--- config.mk ---
export PLATFORM = sky130hd
export DESIGN_NAME = adder_seq_ctrl
export DESIGN_NICKNAME = d
export VERILOG_FILES = /design/src/rtl/adder_seq_ctrl.sv
export SDC_FILE = /design/constraint.sdc
export NUM_CORES = 1
export LEC_CHECK = 0
export BUFFER_PORTS_ARGS = -buffer_cell sky130_fd_sc_hd__buf_2
export CORE_AREA = 4 4 97 99
export DETAILED_ROUTE_END_ITERATION = 10
export DIE_AREA = 0 0 101 103
export MAX_ROUTING_LAYER = met4
export PLACE_DENSITY = 0.92
export SYNTH_ARGS = -nofsm -noshare
export SYNTH_HDL_FRONTEND = slang
export SYNTH_SLANG_ARGS = --single-unit
--- constraint.sdc ---
create_clock -name clk -period 8.3 [get_ports clk]
set_input_delay 1.245 -clock clk [delete_from_list [all_inputs] [get_ports clk]]
set_output_delay 1.245 -clock clk [all_outputs]
set_load 0.005 [all_outputs]
--- src/rtl/adder_seq_ctrl.sv ---
// rtl/adder_seq_ctrl.sv - byte-serial multi-byte add/subtract sequencer around one 8-bit adder slice
// Operands are processed LSB byte first, one byte per clock, with the carry held in a register.

module Adder_8bits (
  input  logic [7:0] A,
  input  logic [7:0] B,
  input  logic       cin,
  output logic [7:0] Sum,
  output logic       cout,
  output logic       overflow
);
  assign {cout, Sum} = {1'b0, A} + {1'b0, B} + {8'd0, cin};
  assign overflow    = (A[7] == B[7]) && (Sum[7] != A[7]);
endmodule

module adder_seq_ctrl #(
  parameter  int NBYTES = 4,
  localparam int W      = 8 * NBYTES
) (
  input  logic         clk,
  input  logic         rst_n,
  input  logic         start,
  input  logic         op_sub,
  input  logic [W-1:0] a,
  input  logic [W-1:0] b,
  input  logic         cin,
  output logic         busy,
  output logic         done,
  output logic [W-1:0] sum,
  output logic         cout,
  output logic         overflow
);
  localparam int IW = (NBYTES > 1) ? $clog2(NBYTES) : 1;

  typedef enum logic [1:0] {S_IDLE, S_RUN, S_DONE} state_t;

  state_t          r_state;
  state_t          w_next;
  logic [IW-1:0]   r_idx;
  logic [W-1:0]    r_a;
  logic [W-1:0]    r_b;
  logic            r_sub;
  logic            r_carry;
  logic [W-1:0]    r_sum;
  logic            r_cout;
  logic            r_ovf;

  logic [7:0]      w_a_byte;
  logic [7:0]      w_b_byte;
  logic [7:0]      w_slice_sum;
  logic            w_slice_cout;
  logic            w_slice_ovf;
  logic            w_accept;
  logic            w_last;

  assign w_accept = start && (r_state == S_IDLE || r_state == S_DONE);
  assign w_last   = (r_idx == IW'(NBYTES - 1));

  always_comb begin
    w_a_byte = '0;
    w_b_byte = '0;
    for (int k = 0; k < NBYTES; k++) begin
      if (r_idx == IW'(k)) begin
        w_a_byte = r_a[8*k +: 8];
        w_b_byte = r_b[8*k +: 8];
      end
    end
  end

  // Subtraction runs as A + ~B + 1; the +1 enters through the preset carry register.
  Adder_8bits u_slice (
    .A        (w_a_byte),
    .B        (r_sub ? ~w_b_byte : w_b_byte),
    .cin      (r_carry),
    .Sum      (w_slice_sum),
    .cout     (w_slice_cout),
    .overflow (w_slice_ovf)
  );

  always_ff @(posedge clk or negedge rst_n) begin
    if (!rst_n) r_state <= S_IDLE;
    else        r_state <= w_next;
  end

  always_comb begin
    w_next = r_state;
    case (r_state)
      S_IDLE:  if (start) w_next = S_RUN;
      S_RUN:   if (w_last) w_next = S_DONE;
      S_DONE:  w_next = start ? S_RUN : S_IDLE;
      default: w_next = S_IDLE;
    endcase
  end

  always_ff @(posedge clk or negedge rst_n) begin
    if (!rst_n) begin
      r_idx   <= '0;
      r_a     <= '0;
      r_b     <= '0;
      r_sub   <= 1'b0;
      r_carry <= 1'b0;
      r_sum   <= '0;
      r_cout  <= 1'b0;
      r_ovf   <= 1'b0;
    end else if (w_accept) begin
      r_a     <= a;
      r_b     <= b;
      r_sub   <= op_sub;
      r_carry <= op_sub ? 1'b1 : cin;
      r_idx   <= '0;
      r_sum   <= '0;
    end else if (r_state == S_RUN) begin
      for (int k = 0; k < NBYTES; k++) begin
        if (r_idx == IW'(k)) r_sum[8*k +: 8] <= w_slice_sum;
      end
      r_carry <= w_slice_cout;
      r_idx   <= r_idx + 1'b1;
      if (w_last) begin
        r_cout <= w_slice_cout;
        r_ovf  <= w_slice_ovf;
      end
    end
  end

  assign busy     = (r_state == S_RUN);
  assign done     = (r_state == S_DONE);
  assign sum      = r_sum;
  assign cout     = r_cout;
  assign overflow = r_ovf;
endmodule
==> results.md <==
- CTS tree: done
- Largest area contributor in the netlist: dfrtp_1
- Initial antenna violation count: 0
- Outcome: completed
- CTS max path bufs: 2
- Critical Path RT: about 8.6 ns
- Simple-Gate Fraction of Synth Area: 0.251
- Type of origin of the critical path: flop
- CTS Sinks: roughly 100
- # hold bufs at CTS: 0
- Number of flops mapped to enable cells by yosys: 0
- Main combinational cell family by area after synthesis: simple AND/OR/NAND/NOR gates
- P_leak: 0.00299 µW
- RSZ-0062 raised after global routing: false
- Num rows: 34
- Critical Path Source: r_idx[1]
- Diode count: 0
- Hold_sp: sum[12]
- Async set-reset flop share out of synthesis: 1.00
- Crit Path Category: flop to flop
- Critical path's largest stage delay: a little over 0.6 ns
- I/O pin total: 105
- Main synth FF type: dfrtp_1
- Reg2reg start: r_idx[1]
- CP Capture Type: flop
- Cell area after synthesis: just under 5000 µm²
- Residual DRC count: 0
- First-pass GRT wire length: 19300 µm
- Final Hold Viols: 0
- Crit path DAT: around 4.7 ns
- Post-CTS Resized: 0
- Rel. slew slack: 0.289
- Placed insts: between 700 and 800
- Drt initial violations: about 200
- CTS Root Buffer Type: clkbuf_8
- Critical path's top delay family: adder cells
- Synth Area in XOR/XNOR: 0.0160
- Skew final: between 0.01 and 0.015 ns
- Fin Setup TNS: 0 ns
- Top area cells in the synthesized netlist: dfrtp_1, nand2_1, ha_1
- # Post-CTS Setup Buffers: 0
- Final min period: around 4.4 ns
- Synth cell types: between 40 and 50
- Max Slew Vio Count: 0
- Synth Area in Compound Gates: 0.114
- Wire per inst: between 15 and 20 µm
- Worst path depth: 15
- Non-Filler Instances: around 760
- Worst R2R End: sum[6]
- Vias in the first global route: between 4000 and 5000
- Worst Tran Pin Value: 1.07 ns
- Post-synthesis adder-cell area fraction: 0.0360
- Vias per Instance: around 5.4
- Maximum clock frequency: about 0.23 GHz
- Reg2reg setup slack: 3.89 ns
- Slowest-stage cell, CP: ha_1
- Die Area: approximately 10000 µm²
- Commonest cells after routing, fill and taps aside: nand2_1, dfrtp_1, buf_2
- Ys Warns: 0
- Reg clk slew, reported paths: approximately 0.09 ns
- Synthesis-to-layout area growth: 15.8%
- CTS Buf Count: 9
- Final period utilization: 0.532
- CP Max Fanout: 20
- Hold Path Class: flop to flop
- Seq/Total Area, Yosys: 0.528
- Critical-path cell list: inv_1 > ha_1 > and2b_1 > a221oi_1 > nor3_1 > a21oi_1 > xor2_1 > fa_1 > inv_1 > fa_1 > a211o_1 > a211oi_1 > nor2_1 > nor3_1 > mux2_2
- Die Width: 101 µm
- Hold_ws: approximately 0.48 ns
- Post-synthesis mux area share: 0.0226
- FF+latch count, synth: 104
- GPL Wtd Cong: between 0.8 and 0.9
- Worst-Skew Late Latency: 0.36 ns
- DRT Wirelength: 11500 µm
- Die H: ~100 µm
- Fraction of layout instances using a drive strength above 1: 0.214
- Commonest non-fill, non-tap cell in the layout: nand2_1
- Drt first pass iters: 5
- Synth Area per Inst: ~8.8 µm²
- Vias: 4113
- I/O Buffers: about 100
- Initial Utilization: 0.577
- VDD IR max: between 0.2 and 0.25 mV
- WP buf/inv: 2
- DP HPWL: 8370 µm
- Reg2Reg Depth: 15
- Total global-route track usage: 0.243
- Synthesized instance count: 560
- Synth Net Count: 642
- Final Util: 0.668
- WHS Path Cells: 2
- Number of H-tree levels: 3
- Core area: ~8600 µm²
- Power density over cell area: just under 500 nW/µm²
- Yosys top cell area share: 0.528
- Min-Delay Endpoint: sum[12]
- Largest net degree at the start of global routing: 91
- Final net count: between 700 and 800
- Count of final setup violators: 0
- Post-DRT Antenna Nets: 0
- GR Overflow Total: 0
- Maxcap violations: 0
layer usage:
metal,vias to the layer above,wire (µm),track usage
met3,22,788,0.0311
met1,1922,5080,0.332
met4,0,240,0.0992
met5,-,0,-
met2,150,5420,0.371
li1,2019,-,-
worst reg2reg max path: cells and delay by family (launching register included):
kind / cells / cell delay, ns
XOR/XNOR: 1 / 0.21
AND/OR/NAND/NOR: 4 / 0.92
buffers and inverters: 2 / 0.16
AO/OA/AOI/OAI: 4 / 1.15
adder cells (fa/ha/maj): 3 / 1.25
flip-flops: 1 / 0.42
multiplexers: 1 / 0.23
flip-flops by register name, indices dropped and copies added (netlist names):
| name | count |
|---|---|
| r_carry | 1 |
| overflow | 1 |
| cout | 1 |
| r_idx | 2 |
| r_a | 32 |
| sum | 32 |
| r_state | 2 |
| r_b | 32 |
| r_sub | 1 |
Yosys cell counts, drive strengths merged (8+ instances only):
library cell and n:
a211oi 8, a221oi 8, nor2b 12, nand2 231
clkbuf 22, nor2 25, a21oi 27, mux2 9
ha 11, o21ai 19, xnor2 8, dfrtp 104
nor3 14
worst max path at each step:
| stage | end |
|---|---|
| 2_1_floorplan | sum[14] |
| 3_5_place_dp | sum[6] |
| 4_1_cts | sum[6] |
| 5_1_grt | sum[6] |
| 3_3_place_gp | sum[14] |
| 6_report | sum[6] |
report_power, final:
| part | total, µW | switching (µW) | internal, µW |
|---|---|---|---|
| Clock | 327 | 170 | 156 |
| Combinational | 1580 | 932 | 645 |
| Sequential | 897 | 152 | 745 |
| Total | 2800 | 1250 | 1550 |
logic make-up after synthesis:
| kind of cell | count (synthesis) |
|---|---|
| and+or+nand+nor | 301 |
| DFF | 104 |
| AOI/OAI and AO/OA | 86 |
| buffers and inverters | 37 |
| adders and majority gates | 13 |
| muxes | 10 |
| xor gates and xnor gates | 9 |
area by class of cell:
type                    instances  area [µm²]
fillers                       675        2840
flip-flops and latches        104        2600
multi-input cells             419        2180
repair buffers                108         553
clock buffers                  12         155
well taps                     108         135
clock inverters                 4        52.6
inverters                       8        30.0
metrics by stage:
stage               cell area (µm²)  total power (µW)  worst slack (ns)
floorplan                      4930              2040              4.92
global placement               5500              2400              4.13
detailed placement             5500              2470              3.94
CTS                            5710              2800              3.92
global route                   5710              3060              3.51
finish                         5710              2800              3.89
No activity file was read; power rests on OpenSTA's default activity.
